==> config.mk <==
export PLATFORM = sky130hd
export DESIGN_NAME = present_round_engine_flat
export DESIGN_NICKNAME = d
export VERILOG_FILES = /design/src/rtl/present_round_engine_pkg.sv /design/src/rtl/present_round_engine_if.sv /design/src/rtl/present_round_engine_sbox.sv /design/src/rtl/present_round_engine.sv /design/src/flat_wrapper.sv
export SDC_FILE = /design/constraint.sdc
export NUM_CORES = 1
export LEC_CHECK = 0
export BUFFER_PORTS_ARGS = -buffer_cell sky130_fd_sc_hd__clkbuf_2
export CORE_MARGIN = 2
export CORE_UTILIZATION = 45
export DETAILED_ROUTE_END_ITERATION = 16
export PLACE_DENSITY_LB_ADDON = 0.12
export SLEW_MARGIN = 10
export SYNTH_ARGS = -nofsm -noshare
export SYNTH_HDL_FRONTEND = slang
export SYNTH_SLANG_ARGS = --single-unit
==> constraint.sdc <==
create_clock -name clk -period 16 [get_ports clk]
set_input_delay 2.4 -clock clk [delete_from_list [all_inputs] [get_ports clk]]
set_output_delay 2.4 -clock clk [all_outputs]
set_load 0.005 [all_outputs]
==> src/rtl/present_round_engine_pkg.sv <==
// present_round_engine_pkg: shared constants for the PRESENT-80 round engine.
//   SBOX/SBOX_INV : forward and inverse 4-bit S-box tables
//   ROUNDS        : number of full rounds of PRESENT-80
//   IDLE/KEYEXP/ROUND/DONE : FSM state encodings
//   p_layer/p_layer_inv    : 64-bit bit permutation and its inverse
package present_round_engine_pkg;

    localparam int ROUNDS = 31;

    localparam logic [3:0] SBOX [16] = '{
        4'hC, 4'h5, 4'h6, 4'hB, 4'h9, 4'h0, 4'hA, 4'hD,
        4'h3, 4'hE, 4'hF, 4'h8, 4'h4, 4'h7, 4'h1, 4'h2
    };

    localparam logic [3:0] SBOX_INV [16] = '{
        4'h5, 4'hE, 4'hF, 4'h8, 4'hC, 4'h1, 4'h2, 4'hD,
        4'hB, 4'h4, 4'h6, 4'h3, 4'h0, 4'h7, 4'h9, 4'hA
    };

    localparam logic [1:0] IDLE   = 2'd0;
    localparam logic [1:0] KEYEXP = 2'd1;
    localparam logic [1:0] ROUND  = 2'd2;
    localparam logic [1:0] DONE   = 2'd3;

    // Bit j moves to 16*j mod 63; bit 63 stays in place.
    function automatic logic [63:0] p_layer(input logic [63:0] x);
        logic [63:0] y;
        y[63] = x[63];
        for (int j = 0; j < 63; j++) y[(16 * j) % 63] = x[j];
        return y;
    endfunction

    function automatic logic [63:0] p_layer_inv(input logic [63:0] x);
        logic [63:0] y;
        y[63] = x[63];
        for (int j = 0; j < 63; j++) y[j] = x[(16 * j) % 63];
        return y;
    endfunction

endpackage

==> src/rtl/present_round_engine_if.sv <==
// present_round_engine_if: request/result bundle between the bus-register wrapper and the engine.
//   load    : start request, a start is its rising edge
//   control : 0 = encrypt, 1 = decrypt
//   idat    : input block
//   key     : 80-bit cipher key
//   odat    : result block, held until the next completion
//   done    : result valid
interface present_round_engine_if;
    logic        load;
    logic        control;
    logic [63:0] idat;
    logic [79:0] key;
    logic [63:0] odat;
    logic        done;

    modport master (output load, control, idat, key, input odat, done);
    modport slave  (input load, control, idat, key, output odat, done);
endinterface

==> src/rtl/present_round_engine_sbox.sv <==
// present_round_engine_sbox: single 4-bit PRESENT S-box, forward or inverse.
//   inv  : 1 selects the inverse table
//   din  : input nibble
//   dout : substituted nibble
module present_round_engine_sbox
    import present_round_engine_pkg::*;
(
    input  logic       inv,
    input  logic [3:0] din,
    output logic [3:0] dout
);
    assign dout = inv ? SBOX_INV[din] : SBOX[din];
endmodule

==> src/rtl/present_round_engine.sv <==
// present_round_engine: iterative PRESENT-80 encrypt/decrypt, one round per clock.
//   clk    : rising-edge clock
//   iReset : asynchronous active-high reset
//   bus    : slave side of present_round_engine_if (load/control/idat/key in, odat/done out)
module present_round_engine #(
    parameter int ROUNDS = 31
) (
    input  logic                        clk,
    input  logic                        iReset,
    present_round_engine_if.slave       bus
);
    import present_round_engine_pkg::*;

    localparam logic [4:0] RC_LAST = 5'(ROUNDS);

    logic [1:0]  state_q, state_d;
    logic        load_q;
    logic        mode_q, mode_d;
    logic [63:0] st_q, st_d;
    logic [79:0] kr_q, kr_d;
    logic [4:0]  rc_q, rc_d;
    logic [63:0] odat_q, odat_d;
    logic        done_q, done_d;

    logic        start;
    logic        key_inv;
    logic [3:0]  key_nib_in, key_nib_out;
    logic [79:0] key_rot, key_fwd, key_xor, key_pre_rot, key_bwd;
    logic [63:0] sb_in, sb_out, enc_next, dec_next;

    // A held load never restarts: only its rising edge in IDLE/DONE counts.
    assign start = bus.load & ~load_q & (state_q == IDLE || state_q == DONE);

    // One shared key S-box: forward for the key schedule, inverse only while decrypt rounds run backwards.
    assign key_inv    = mode_q & (state_q == ROUND);
    assign key_rot    = {kr_q[18:0], kr_q[79:19]};
    assign key_nib_in = key_inv ? kr_q[79:76] : key_rot[79:76];
    assign key_fwd    = {key_nib_out, key_rot[75:20], key_rot[19:15] ^ rc_q, key_rot[14:0]};
    assign key_xor    = {kr_q[79:20], kr_q[19:15] ^ rc_q, kr_q[14:0]};
    assign key_pre_rot = {key_nib_out, key_xor[75:0]};
    assign key_bwd    = {key_pre_rot[60:0], key_pre_rot[79:61]};

    present_round_engine_sbox u_key_sbox (
        .inv  (key_inv),
        .din  (key_nib_in),
        .dout (key_nib_out)
    );

    assign sb_in = mode_q ? p_layer_inv(st_q) : st_q ^ kr_q[79:16];

    for (genvar n = 0; n < 16; n++) begin : g_sbox
        present_round_engine_sbox u_sbox (
            .inv  (mode_q),
            .din  (sb_in[4*n +: 4]),
            .dout (sb_out[4*n +: 4])
        );
    end

    assign enc_next = p_layer(sb_out);
    assign dec_next = sb_out ^ key_bwd[79:16];

    always_comb begin
        state_d = state_q;
        mode_d  = mode_q;
        st_d    = st_q;
        kr_d    = kr_q;
        rc_d    = rc_q;
        odat_d  = odat_q;
        done_d  = done_q;
        if (start) begin
            st_d    = bus.idat;
            kr_d    = bus.key;
            mode_d  = bus.control;
            rc_d    = 5'd1;
            done_d  = 1'b0;
            state_d = bus.control ? KEYEXP : ROUND;
        end else begin
            case (state_q)
                KEYEXP: begin
                    kr_d = key_fwd;
                    // Last expansion step: whiten with K32 now and run rounds downwards from the top.
                    if (rc_q == RC_LAST) begin
                        st_d    = st_q ^ key_fwd[79:16];
                        state_d = ROUND;
                    end else begin
                        rc_d = rc_q + 5'd1;
                    end
                end
                ROUND: begin
                    if (mode_q) begin
                        st_d = dec_next;
                        kr_d = key_bwd;
                        if (rc_q == 5'd1) begin
                            odat_d  = dec_next;
                            done_d  = 1'b1;
                            state_d = DONE;
                        end else begin
                            rc_d = rc_q - 5'd1;
                        end
                    end else begin
                        st_d = enc_next;
                        kr_d = key_fwd;
                        // Final round also applies K32, which is the key being produced this cycle.
                        if (rc_q == RC_LAST) begin
                            odat_d  = enc_next ^ key_fwd[79:16];
                            done_d  = 1'b1;
                            state_d = DONE;
                        end else begin
                            rc_d = rc_q + 5'd1;
                        end
                    end
                end
                default: ;
            endcase
        end
    end

    always_ff @(posedge clk or posedge iReset) begin
        if (iReset) begin
            state_q <= IDLE;
            load_q  <= 1'b0;
            mode_q  <= 1'b0;
            st_q    <= '0;
            kr_q    <= '0;
            rc_q    <= '0;
            odat_q  <= '0;
            done_q  <= 1'b0;
        end else begin
            state_q <= state_d;
            load_q  <= bus.load;
            mode_q  <= mode_d;
            st_q    <= st_d;
            kr_q    <= kr_d;
            rc_q    <= rc_d;
            odat_q  <= odat_d;
            done_q  <= done_d;
        end
    end

    assign bus.odat = odat_q;
    assign bus.done = done_q;

endmodule

==> src/flat_wrapper.sv <==
// flat-port wrapper written by rule: the top's interface ports become plain ports
module present_round_engine_flat import present_round_engine_pkg::*;
#(
    parameter int ROUNDS = 31
)
  (clk, iReset, bus_load, bus_control, bus_idat, bus_key, bus_odat, bus_done);
  present_round_engine_if bus_i ();
  input  logic clk;
  input  logic iReset;
  input wire logic [$bits(bus_i.load)-1:0] bus_load;
  input wire logic [$bits(bus_i.control)-1:0] bus_control;
  input wire logic [$bits(bus_i.idat)-1:0] bus_idat;
  input wire logic [$bits(bus_i.key)-1:0] bus_key;
  output wire logic [$bits(bus_i.odat)-1:0] bus_odat;
  output wire logic [$bits(bus_i.done)-1:0] bus_done;
  assign bus_i.load = bus_load;
  assign bus_i.control = bus_control;
  assign bus_i.idat = bus_idat;
  assign bus_i.key = bus_key;
  assign bus_odat = bus_i.odat;
  assign bus_done = bus_i.done;
  present_round_engine #(.ROUNDS(ROUNDS)) u_core (.clk(clk), .iReset(iReset), .bus(bus_i));
endmodule
==> run_results.csv <==
group,metric,value,unit
setup_path,required,16.47,ns
sta,final-max-slew-violation-count,0,
global_routing,grt_pass1_vias,21000,
setup_path,worst_ep_arrival_time,5.84,ns
yosys,synth.distinct_cells,102,
yosys,syn_nets,2987,
floorplan,die_x,222,µm
placement,io_buffers,212,
pwr,finalPower,1.30,mW
sta,period_share,0.335,
placement,gp_congestion,1.05,
yosys,async_flop_share,1.00,
placement,dp_hpwl,70.2,mm
floorplan,start_util,0.458,
yosys,synth_warnings,0,
global_routing,grt_first_pass_wirelength,143,mm
global_routing,gr-total-overflow,0,
status,outcome,"complete, no violations",
route,via_count,22600,
clock_tree,h-tree-depth,1,
cells_and_area,multi_input_area,0.0144,mm²
route,via_per_inst,6.65,
setup_path,worst_setup_path_end_kind,"flip-flop",
worst_hold_path,min_from,"u_core.bus.odat[0]",
yosys,synthTopCellsByArea,"dfrtp_1 25%, a21oi_1 6.8%, nand2_1 6.7%",
yosys,synth_top_area_cell,"dfrtp_1",
clock_tree,cts_setup_buffers,0,
floorplan,row_count,79,
route,routed_wirelength,98.8,mm
clock_tree,cts_buffers,28,
yosys,synth_common_cells,"383 x nand2_1, 292 x a21oi_1, 218 x dfrtp_1, 217 x o21ai_0, 162 x nor2_1",
sta,relSlewSlack,0.133,
yosys,synth_edf_count,0,
sta,final.setup.tns,0,ns
route,wl_met3,11.8,mm
cells_and_area,drive_gt1_frac,0.150,
sta,worst_hold_slack,0.482,ns
clock_tree,hold_buffers,0,
global_routing,grt_antenna_before_repair,3,
worst_hold_path,hold_class,"reg -> reg",
yosys,ys_seq_elements,218,
setup_path,setup.worst_path.class,"reg -> reg",
route,routedWlPerCell,29.1,µm
sta,worst_pin_slew,1.30,ns
yosys,synth-seq-area-share,0.255,
yosys,synthFlopType,"dfrtp_1",
yosys,yosys.cell_count.top_type,"nand2_1",
clock_tree,cts.reportedPaths.clkPinSlew,0.06,ns
yosys,postSynthCellCount,2761,
floorplan,core_area,0.0468,mm²
route,wl_met2,39.9,mm
route,drtIter0Drc,3175,
sta,final-setup-viol-count,0,
sta,fin_worst_skew,0.0117,ns
global_routing,globalRouteTotalUtil,0.389,
route,ant_nets,0,
yosys,synth_top_area_share,0.255,
clock_tree,root_buffer,"clkbuf_16",
pwr,cellPowerDensity,55.8,mW/mm²
pwr,ir_drop,0.0760,mV
sta,rsz0062_at_grt,"false",
cells_and_area,postLayoutCellArea,0.0233,mm²
job,cap_viol_max_count,0,
floorplan,ioPinCount,213,
clock_tree,post_cts_resize_count,0,
floorplan,dieArea,0.0494,mm²
cells_and_area,area_growth,8.64,%
cells_and_area,fillers,4645,
clock_tree,cts_tree,"built",
sta,hold_viol_final,0,
route,top_layer_used,"met5",
pwr,p_leak,9.76,nW
route,drc,0,
route,drtPass1Iterations,6,
setup_path,worstSetupStartpointType,"flip-flop",
route,wl_met1,40.8,mm
setup_path,cp_max_fo,44,
clock_tree,cts_sinks,218,
sta,fmax,0.186,GHz
setup_path,reg2reg_from,"u_core.state_q[0]",
yosys,syn_area,0.0214,mm²
global_routing,grt_max_degree,108,
floorplan,dieHeight,222,µm
cells_and_area,ff_latch_area,0.00546,mm²
clock_tree,clock_path_buffers,3,
cells_and_area,fin_nets,2992,
setup_path,cp-startpoint,"u_core.state_q[0]",
placement,post_dp_cell_area,0.0223,mm²
clock_tree,clkLatencyLatePin,0.59,ns
yosys,avgSynthCellArea,7.76,µm²
sta,min_period,5.37,ns
==> cells in the final DEF (no fill, tap or decap), drive strengths merged, types with 9 or more instances in the layout <==
cell,count
a21oi,294
o211ai,33
a311oi,24
a221oi,23
a21o,14
buf,40
nand2b,27
o221ai,22
nor3b,14
xor2,111
clkbuf,250
mux4,12
a22oi,36
dfrtp,218
nand2,383
o21ai,244
or3,13
inv,89
or2,9
o21a,25
a221o,10
nor2,165
nor3,52
mux2i,73
a211o,11
o31ai,12
o22ai,30
mux2,23
ha,78
nand3,45
a31oi,29
xnor2,150
a21boi,9
o311ai,12
and3,11
a211oi,43
and2,12
a32oi,9
==> where the power goes <==
| part | total, mW | internal (mW) | switching [mW] |
|---|---|---|---|
| sequential | 0.551 | 0.551 | 0.0000290 |
| combinational | 0.0358 | 0.0136 | 0.0222 |
| clock | 0.712 | 0.423 | 0.289 |
==> flip-flops by register name, indices dropped and copies added (netlist names) <==
signal / cells
u_core.kr_q: 80
u_core.mode_q: 1
u_core.state_q: 2
u_core.st_q: 64
u_core.bus.odat: 64
u_core.rc_q: 5
u_core.load_q: 1
u_core.bus.done: 1
==> worst max-delay path: stages (launching register included) <==
cell	delay (ns)
dfrtp_1	0.40
inv_1	0.10
ha_4	0.35
buf_4	0.61
clkinv_1	0.27
nor2_4	0.16
buf_4	0.42
nand2_1	0.10
nand2_1	0.19
ha_1	0.34
mux2_2	0.30
o221ai_1	0.29
a21boi_0	0.96
xnor2_1	0.22
nand2_1	0.17
o211ai_1	0.10
o21a_1	0.16
==> kinds of logic (layout without fill, tap and decap cells) <==
family | count (synthesis) | after routing | synth area share
compound gates | 952 | 952 | 0.286
other cells | 0 | 1 | 0
xor+xnor | 261 | 261 | 0.110
flops | 218 | 218 | 0.255
mux | 108 | 108 | 0.0647
buf+inv | 367 | 392 | 0.0781
fa+ha+maj | 78 | 78 | 0.0456
simple gates | 777 | 777 | 0.161
==> through the flow <==
step,cells,worst slack (ns),utilization
2_1_floorplan,2761,7.64,-
3_3_place_gp,3343,10.96,0.477
3_5_place_dp,3343,10.93,0.477
4_1_cts,3393,10.96,0.498
5_1_grt,3393,10.55,0.498
6_report,3394,10.63,0.498
==> cell type report <==
type | count | area share
Timing Repair Buffer | 252 | 0.0585
Multi-Input combinational cell | 2176 | 0.617
Clock buffer | 38 | 0.0339
Clock inverter | 12 | 0.00817
Antenna cell | 1 | 0.000108
Sequential cell | 218 | 0.235
Inverter | 90 | 0.0151
Tap cell | 607 | 0.0326
==> path summary, 6_finish.rpt <==
path	end	slack [ns]	cells after the start
worst min register to register	u_core.bus.odat[0]	0.48	2
worst min-delay path	u_core.bus.odat[0]	0.48	2
max in group asynchronous	u_core.kr_q[22]	12.52	3
min in group asynchronous	u_core.bus.odat[18]	1.96	2
worst max-delay path	u_core.bus.odat[2]	10.63	16
worst max register to register	u_core.bus.odat[2]	10.63	16
==> routing by layer <==
layer,global-route usage,up-vias
met5,0,-
met4,0.212,2
met3,0.101,303
met2,0.556,1441
met1,0.533,11000
li1,-,9830
Power figures use the tool's default switching activity.
